`config.mk`:
```
export PLATFORM = sky130hd
export DESIGN_NAME = i2c_bus_arbiter
export DESIGN_NICKNAME = d
export VERILOG_FILES = /design/src/rtl/i2c_bus_arbiter.sv
export SDC_FILE = /design/constraint.sdc
export NUM_CORES = 1
export LEC_CHECK = 0
export BUFFER_PORTS_ARGS = -buffer_cell sky130_fd_sc_hd__buf_2
export CORE_MARGIN = 3
export CORE_UTILIZATION = 23
export DETAILED_ROUTE_END_ITERATION = 7
export PLACE_DENSITY_LB_ADDON = 0.2
export SLEW_MARGIN = 20
export SYNTH_ARGS = -nofsm -noshare
export SYNTH_HDL_FRONTEND = slang
export SYNTH_SLANG_ARGS = --single-unit
```
`constraint.sdc`:
```
create_clock -name sys_clk -period 4.5 [get_ports sys_clk]
set_input_delay 0.45 -clock sys_clk [delete_from_list [all_inputs] [get_ports sys_clk]]
set_output_delay 0.45 -clock sys_clk [all_outputs]
set_load 0.02 [all_outputs]
```
`src/rtl/i2c_bus_arbiter.sv`:
```
// i2c_bus_arbiter: round-robin arbiter and transaction sequencer that shares
// one I2C master among N requesters. It latches the winner's command onto the
// master port, supervises the transfer with a timeout, returns a one-cycle
// done pulse with status, and enforces a bus-free gap before the next grant.
//
// Handshakes:
//   requester side: a requester raises req with its addr/rw/data slice stable
//   and holds it until its done pulse; gnt stays high for the whole transaction
//   and done is a single-cycle pulse that qualifies nack, err and rdata.
//   master side: m_en is a level strobe held until m_busy is sampled high (or
//   m_done arrives first); m_done is a single-cycle pulse that qualifies m_nack
//   and m_rdata; m_abort is a single-cycle pulse issued only on timeout.
module i2c_bus_arbiter #(
  parameter int N           = 4,
  parameter int GAP_CYC     = 16,
  parameter int TIMEOUT_CYC = 4096
) (
  input  logic           sys_clk,
  input  logic           rst,
  input  logic [N-1:0]   req,
  input  logic [7*N-1:0] req_addr,
  input  logic [N-1:0]   req_rw,
  input  logic [8*N-1:0] req_data,
  output logic [N-1:0]   gnt,
  output logic [N-1:0]   done,
  output logic           nack,
  output logic           err,
  output logic [7:0]     rdata,
  output logic           busy,
  output logic           m_en,
  output logic [6:0]     m_addr,
  output logic           m_rw,
  output logic [7:0]     m_din,
  output logic           m_abort,
  input  logic           m_busy,
  input  logic           m_done,
  input  logic           m_nack,
  input  logic [7:0]     m_rdata,
  output logic [2:0]     dbg_state
);

  localparam int PTR_W  = $clog2(N);
  localparam int TCNT_W = $clog2(TIMEOUT_CYC);
  localparam int GCNT_W = $clog2(GAP_CYC + 1);

  // The counter is cleared at launch and compared before it increments, so
  // matching TIMEOUT_CYC-2 here means it reaches TIMEOUT_CYC-1 at this edge,
  // which lands the abort TIMEOUT_CYC-1 cycles after the launch edge.
  localparam logic [TCNT_W-1:0] TCNT_LAST = TCNT_W'(TIMEOUT_CYC - 2);
  localparam logic [GCNT_W-1:0] GCNT_LOAD = GCNT_W'(GAP_CYC - 1);
  localparam logic [PTR_W-1:0]  PTR_LAST  = PTR_W'(N - 1);

  typedef enum logic [2:0] {
    S_IDLE      = 3'd0,
    S_LAUNCH    = 3'd1,
    S_WAIT_DONE = 3'd2,
    S_RESP      = 3'd3,
    S_GAP       = 3'd4
  } state_t;

  state_t              state;
  logic [PTR_W-1:0]    ptr;
  logic [PTR_W-1:0]    win_q;
  logic [TCNT_W-1:0]   tcnt;
  logic [GCNT_W-1:0]   gcnt;

  logic                win_found;
  logic [PTR_W-1:0]    win_idx;
  logic [PTR_W-1:0]    cand;
  logic [N-1:0]        win_onehot;
  logic [6:0]          sel_addr;
  logic                sel_rw;
  logic [7:0]          sel_data;

  assign dbg_state = state;

  // Round-robin search: first set request bit at or above ptr, wrapping mod N.
  always_comb begin
    win_found = 1'b0;
    win_idx   = '0;
    cand      = '0;
    for (int k = 0; k < N; k++) begin
      cand = PTR_W'((int'(ptr) + k) % N);
      if (!win_found && req[cand]) begin
        win_found = 1'b1;
        win_idx   = cand;
      end
    end
  end

  // Decode the winner into a one-hot grant and pick out its command slice.
  always_comb begin
    win_onehot = '0;
    sel_addr   = '0;
    sel_rw     = 1'b0;
    sel_data   = '0;
    for (int i = 0; i < N; i++) begin
      if (win_idx == PTR_W'(i)) begin
        win_onehot[i] = 1'b1;
        sel_addr      = req_addr[7*i +: 7];
        sel_rw        = req_rw[i];
        sel_data      = req_data[8*i +: 8];
      end
    end
  end

  // Transaction sequencer: grant, launch, supervise, respond, then bus-free gap.
  always_ff @(posedge sys_clk or negedge rst) begin
    if (!rst) begin
      state   <= S_IDLE;
      ptr     <= '0;
      win_q   <= '0;
      tcnt    <= '0;
      gcnt    <= '0;
      gnt     <= '0;
      done    <= '0;
      nack    <= 1'b0;
      err     <= 1'b0;
      rdata   <= '0;
      busy    <= 1'b0;
      m_en    <= 1'b0;
      m_addr  <= '0;
      m_rw    <= 1'b0;
      m_din   <= '0;
      m_abort <= 1'b0;
    end else begin
      case (state)
        S_IDLE: begin
          if (win_found) begin
            gnt    <= win_onehot;
            win_q  <= win_idx;
            m_addr <= sel_addr;
            m_rw   <= sel_rw;
            m_din  <= sel_data;
            m_en   <= 1'b1;
            tcnt   <= '0;
            busy   <= 1'b1;
            state  <= S_LAUNCH;
          end
        end

        S_LAUNCH, S_WAIT_DONE: begin
          tcnt <= tcnt + 1'b1;
          if (m_done) begin
            // A completion on the timeout cycle still counts as a completion.
            done  <= gnt;
            nack  <= m_nack;
            rdata <= m_rdata;
            err   <= 1'b0;
            m_en  <= 1'b0;
            state <= S_RESP;
          end else if (tcnt == TCNT_LAST) begin
            // Abort: rdata keeps its previous value, status reports failure.
            done    <= gnt;
            nack    <= 1'b1;
            err     <= 1'b1;
            m_abort <= 1'b1;
            m_en    <= 1'b0;
            state   <= S_RESP;
          end else if (state == S_LAUNCH && m_busy) begin
            m_en  <= 1'b0;
            state <= S_WAIT_DONE;
          end
        end

        S_RESP: begin
          done    <= '0;
          gnt     <= '0;
          m_abort <= 1'b0;
          ptr     <= (win_q == PTR_LAST) ? '0 : win_q + 1'b1;
          gcnt    <= GCNT_LOAD;
          state   <= S_GAP;
        end

        S_GAP: begin
          if (gcnt == '0) begin
            busy  <= 1'b0;
            state <= S_IDLE;
          end else begin
            gcnt <= gcnt - 1'b1;
          end
        end

        default: state <= S_IDLE;
      endcase
    end
  end

endmodule

```
==> results of run 1 <==
through the flow:
| stage | total power, W | cells |
|---|---|---|
| floorplan | 0.00195 | 332 |
| global placement | 0.00236 | 619 |
| detailed placement | 0.00239 | 619 |
| CTS | 0.00312 | 635 |
| global route | 0.00330 | 635 |
| finish | 0.00306 | 635 |
routing by layer:
metal	GRT usage	up-vias	wire length, um
li1	-	1473	-
met1	0.155	1492	4270
met2	0.219	62	5200
met3	0.0291	11	430
met4	0.0366	0	158
met5	0	-	0
flip-flops by register name, summed over array words and instances, names as in the netlist, 2 cells and up:
name / count
gnt: 4
tcnt: 12
m_din: 8
m_addr: 7
gcnt: 5
done: 4
ptr: 2
rdata: 8
win_q: 2
dbg_state: 3
cell usage in the layout (no fill, tap or decap), types with 3 or more instances in the layout:
cell,instances
a211oi_1,13
a21oi_1,10
and3_1,6
buf_2,120
buf_4,5
clkbuf_16,9
clkbuf_8,3
dfrtp_1,61
ha_1,5
inv_1,9
mux2_2,8
mux2i_1,4
nand2_1,39
nand3_1,17
nand4_1,3
nor2_1,17
nor2_2,4
nor3_1,4
nor3b_1,15
o21ai_0,15
o21ai_1,14
o221ai_1,16
o31ai_1,6
xor2_1,3
logic make-up (layout without fill, tap and decap cells):
logic type	Yosys count	in the layout
multiplexers	12	12
XOR/XNOR	5	5
AO/OA/AOI/OAI	95	95
AND/OR/NAND/NOR	127	127
buffers and inverters	27	150
adder cells (fa/ha/maj)	5	5
flip-flops	61	61
report_power, final:
| part | switching (W) | leakage, nW | internal, W |
|---|---|---|---|
| Clock | 0.000238 | 0.152 | 0.000473 |
| Combinational | 0.000884 | 1.11 | 0.000524 |
| Sequential | 0.000191 | 0.757 | 0.000752 |
cell type report:
cell class | instances | area (um^2)
sequential | 61 | 1530
clock inverter | 3 | 42.5
timing repair buffer | 125 | 638
multi-input combinational | 244 | 1670
tap | 180 | 225
inverter | 9 | 33.8
clock buffer | 13 | 270
fill | 1501 | 9640
worst min-delay path by stage:
stage | start | endpoint | slack (ns) | cells past startpoint
6_report | rst | rdata[1] | 0.29 | 2
3_3_place_gp | m_rw | m_rw | 0.47 | 2
2_1_floorplan | rst | busy | 0.15 | 0
3_5_place_dp | m_din[2] | m_din[2] | 0.48 | 2
4_1_cts | rst | rdata[1] | 0.33 | 2
5_1_grt | m_rdata[0] | rdata[0] | 0.35 | 2
worst max-delay path: cells and delay by family, from the launching register on:
family	cells	cell delay, ns
AO/OA/AOI/OAI	2	0.29
flip-flops	1	0.57
AND/OR/NAND/NOR	1	1.00
buffers and inverters	1	0.36
==> qor.yml, run 1 <==
clock_tree:
  holdBufCountCts: 0
  cts_buffer_depth: 2
  clk_pin_slew_ns: 0.05
  cts_sinks: 61
  postCtsSetupRepairBufs: 0
  cts_resized: 0
  h-tree-depth: 3
  tritoncts: "built"
  cts_root_buf: "clkbuf_16"
  clock_latency_ns: 0.32
  cts_buffers: 9
setup_path:
  path_max_fanout: 21
  rrSetupSlack_ns: 2.13
  path_class: "reg2reg"
  cp_cell_sequence: "or4_1 > buf_4 > a22oi_1 > o21ai_1"
  reg2reg_depth: 4
  worstReg2RegEnd: "m_addr[6]"
  slowest_stage: "or4_1"
  cp.required_ns: 4.69
  worstPathArrival_ns: 2.56
  cp-startpoint: "dbg_state[2]"
  reg2reg_from: "dbg_state[2]"
  max_stage_delay_ns: 1.00
  crit_path_start_kind: "flop"
  cp-end-kind: "flop"
  crit_end: "m_addr[6]"
finish:
  finish.instance_area_mm2: 0.00440
  antenna_cells: 0
  final_util: 0.314
  drive_gt1_frac: 0.385
  syn2layout_area_growth_pct: 31.7
  layout.nets: 536
drt:
  wl_per_cell_um: 15.8
  routed_wl_um: 10100
  num_vias: 3038
  drc_errors: 0
  via_per_inst: 4.78
  drtIter0Drc: 123
  first_pass_iters: 4
  ant_nets: 0
floorplan:
  die_height_um: 127
  ios: 121
  core_area_mm2: 0.0140
  floorplan.initialDensity: 0.238
  rows: 43
  die_area_mm2: 0.0160
  die_width_um: 127
synthesis:
  synth_adder_area_share: 0.0187
  synth_cell_type_count: 58
  synth_compound_area_frac: 0.206
  synth_top_family_by_area: "simple AND/OR/NAND/NOR gates"
  syn_inst: 332
  synth_commonest_cells: "61 x dfrtp_1, 39 x nand2_1, 18 x nor2_1, 17 x nand3_1, 16 x o221ai_1"
  synth_xor_area_frac: 0.0131
  yosysMostFrequentCell: "dfrtp_1"
  ys.flop_type: "dfrtp_1"
  synth.top_cell.area_share: 0.457
  synthMuxAreaShare: 0.0389
  yosys_warnings: 0
  synthesis.area_per_instance_um2: 10.1
  yosysSeqAreaShare: 0.457
  syn_area_mm2: 0.00334
  synthSimpleGateAreaFrac: 0.219
  synth-seq-cells: 61
  synthTopCellsByArea: "dfrtp_1 46%, nand2_1 4.4%, o221ai_1 4.2%, nor3b_1 3.4%, a211oi_1 2.9%"
  synth_edf_count: 0
  synthArstFlopShare: 1.00
  synth_top_area_cell: "dfrtp_1"
  synth_nets: 418
timing:
  worst_slack_ns: 2.13
  final-setup-viol-count: 0
  tightestPinTransition_ns: 0.852
  slew_headroom: 0.432
  period_needed_ns: 2.37
  fin_skew_ns: 0.00578
  hold_viol: 0
  finalCritPeriodShare: 0.526
  fmax_mhz: 423
  slew_violations: 0
  finalSetupTns_ns: 0
  rsz0062_at_grt: "no"
  whs_ns: 0.292
global_routing:
  grt_max_degree: 62
  first_global_vias: 3206
  grtUsageTotal: 0.126
  grt_pass1_wl_um: 16200
  gr-total-overflow: 0
  antenna_found_initial: 0
worst_hold_path:
  hp-class: "in2async"
placement:
  pre_cts_ws_ns: 1.87
  gp_congestion: 0.776
  post-dp-hpwl_um: 7500
  io_buffer_count: 120
  placed_area_mm2: 0.00409
pwr:
  leakage_nw: 2.02
  power_density_mw_per_mm2: 695
  vdd_drop_max_v: 0.000207
outcome:
  status: "finished, final reports clean"
flow_run:
  cap_violations: 0
No activity file was read; power rests on OpenSTA's default activity.
==> run 2: changes to the inputs <==
- clock period: 4.5 -> 2.47 ns (I/O delays scaled with it)
==> qor.yml, run 2 (synthesis results as in run 1) <==
placement:
  post-dp-hpwl_um: 7540  # +0.55%
  dpl.cell_count: 627  # +1.3%
  gp_congestion: 0.790  # +1.7%
  io_buffer_count: 120  # unchanged
pwr:
  power_density_mw_per_mm2: 1260  # +81%
  leakage_nw: 2.06  # +2.1%
  vdd_drop_max_v: 0.000420  # +100%
drt:
  routed_wl_um: 10100  # +0.38%
  via_per_inst: 4.66  # -2.6%
  drc_errors: 0  # unchanged
  first_pass_iters: 4  # unchanged
  drtIter0Drc: 216  # +76%
  ant_nets: 0  # unchanged
  wl_per_cell_um: 15.7  # -0.87%
  num_vias: 2997  # -1.3%
setup_path:
  crit_cells: 4  # unchanged
  worstPathArrival_ns: 2.28  # -0.28 ns
  reg2reg_depth: 4  # unchanged
  cp_cell_sequence: "or4_1 > buf_4 > a22oi_1 > o21ai_1"
  path_class: "reg2reg"
  cp.required_ns: 2.68  # -2.01 ns
  cp-end-kind: "flop"
  critPathTopFamily: "simple AND/OR/NAND/NOR gates"
  rrSetupSlack_ns: 0.40  # -1.73 ns
  max_stage_delay_ns: 0.82  # -0.18 ns
  path_max_fanout: 18  # -14%
  slowest_stage: "or4_1"
  crit_path_start_kind: "flop"
  worst-path-buf-inv: 1  # unchanged
finish:
  drive_gt1_frac: 0.395  # +0.0106
  antenna_cells: 0  # unchanged
  layout.nets: 545  # +1.7%
  final_common_cell: "buf_2"
  reg_top3: "tcnt: 12 flops, m_din: 8 flops, rdata: 8 flops"
  stdcell_count: 643  # +1.3%
  largest_reg_flops: 12  # unchanged
  layout_common_cells: "120 x buf_2, 61 x dfrtp_1, 39 x nand2_1"
  syn2layout_area_growth_pct: 33.8
  final_util: 0.319  # +0.00499
  top_register: "tcnt"
timing:
  final-setup-viol-count: 0  # unchanged
  hold_viol: 0  # unchanged
  rsz0062_at_grt: "no"
  fin_skew_ns: 0.00509  # -0.000689 ns
  whs_ns: 0.145  # -0.147 ns
  tightestPinTransition_ns: 0.672  # -0.180 ns
  finalSetupTns_ns: 0  # unchanged
  slew_violations: 0  # unchanged
  period_needed_ns: 2.07  # -0.301 ns
  slew_headroom: 0.550  # +0.119
  fmax_mhz: 484  # +15%
  finalCritPeriodShare: 0.836  # +0.310
global_routing:
  first_global_vias: 3137  # -2.2%
  grt_max_degree: 62  # unchanged
  grt.met3_usage: 0.0341  # +0.00505
  grt_pass1_wl_um: 16000  # -1.1%
  gr-total-overflow: 0  # unchanged
  antenna_found_initial: 0  # unchanged
  top_usage_layer: "met2"
  grtUsageMet1: 0.156  # +0.000344
  grtUsageTotal: 0.127  # +0.000907
  gr-usage-met2: 0.213  # -0.00560
clock_tree:
  cts_root_buf: "clkbuf_16"
  tritoncts: "built"
  cts_buffer_depth: 2  # unchanged
  clk_pin_slew_ns: 0.05  # about the same
  cts_buffers: 9  # unchanged
  cts_sinks: 61  # unchanged
  h-tree-depth: 3  # unchanged
  cts_resized: 0  # unchanged
  clock_latency_ns: 0.33  # about the same
flow_run:
  cap_violations: 0  # unchanged
worst_hold_path:
  min_path_cells: 2
  hp-class: "in2reg"
floorplan:
  rows: 43  # unchanged
  die_width_um: 127  # unchanged
  floorplan.initialDensity: 0.238  # unchanged
  core_area_mm2: 0.0140  # unchanged
  die_height_um: 127  # unchanged
  die_area_mm2: 0.0160  # unchanged
  ios: 121  # unchanged
outcome:
  status: "finished, final reports clean"
-- run 2: cell types whose count changed in the layout (fill, tap and decap cells not counted) --
| cell | previous run | this run |
|---|---|---|
| clkinv_2 | 1 | 2 |
| buf_4 | 5 | 12 |
| buf_12 | 0 | 1 |
| clkbuf_8 | 3 | 2 |
| dlygate4sd3_1 | 0 | 1 |
| clkbuf_1 | 1 | 0 |
-- run 2: area by class of cell --
cell class	instances	area, um^2
fill	1476	9570
multi-input combinational	244	1670
sequential	61	1530
timing repair buffer	134	721
clock buffer	11	253
tap	180	225
clock inverter	4	47.5
inverter	9	33.8
-- run 2: metal layers --
metal / vias up / part of all wire
li1: 1491 / -
met1: 1418 / 0.43
met2: 74 / 0.50
met3: 14 / 0.052
met4: 0 / 0.018
met5: - / 0
-- run 2: timing repair --
item	4_1_cts	5_1_grt
hold endpoints to repair	61	0
hold buffers	1	0
buffers inserted	0	0
-- run 2: metrics by stage --
step	total power [W]	instance area [um^2]	setup slack [ns]
after global routing	0.00608	4470	0.279
after detailed placement	0.00442	4160	0.381
after global placement	0.00439	4160	0.415
after CTS	0.00573	4470	0.396
final	0.00563	4470	0.404
after floorplan	0.00356	3340	0.713
-- run 2: final timing paths --
| path | end | startpoint |
|---|---|---|
| worst max-delay path | m_addr[6] | dbg_state[1] |
| worst min-delay path | rdata[3] | m_rdata[3] |
| worst max register to register | m_addr[6] | dbg_state[1] |
| worst min register to register | m_addr[1] | m_addr[1] |
| max in group asynchronous | done[1] | rst |
| min in group asynchronous | rdata[1] | rst |
-- run 2: report_power, final --
part	total (W)	internal [W]	switching, W
Clock	0.00128	0.000825	0.000450
Sequential	0.00165	0.00137	0.000280
Combinational	0.00271	0.00102	0.00168
Total	0.00563	0.00322	0.00241
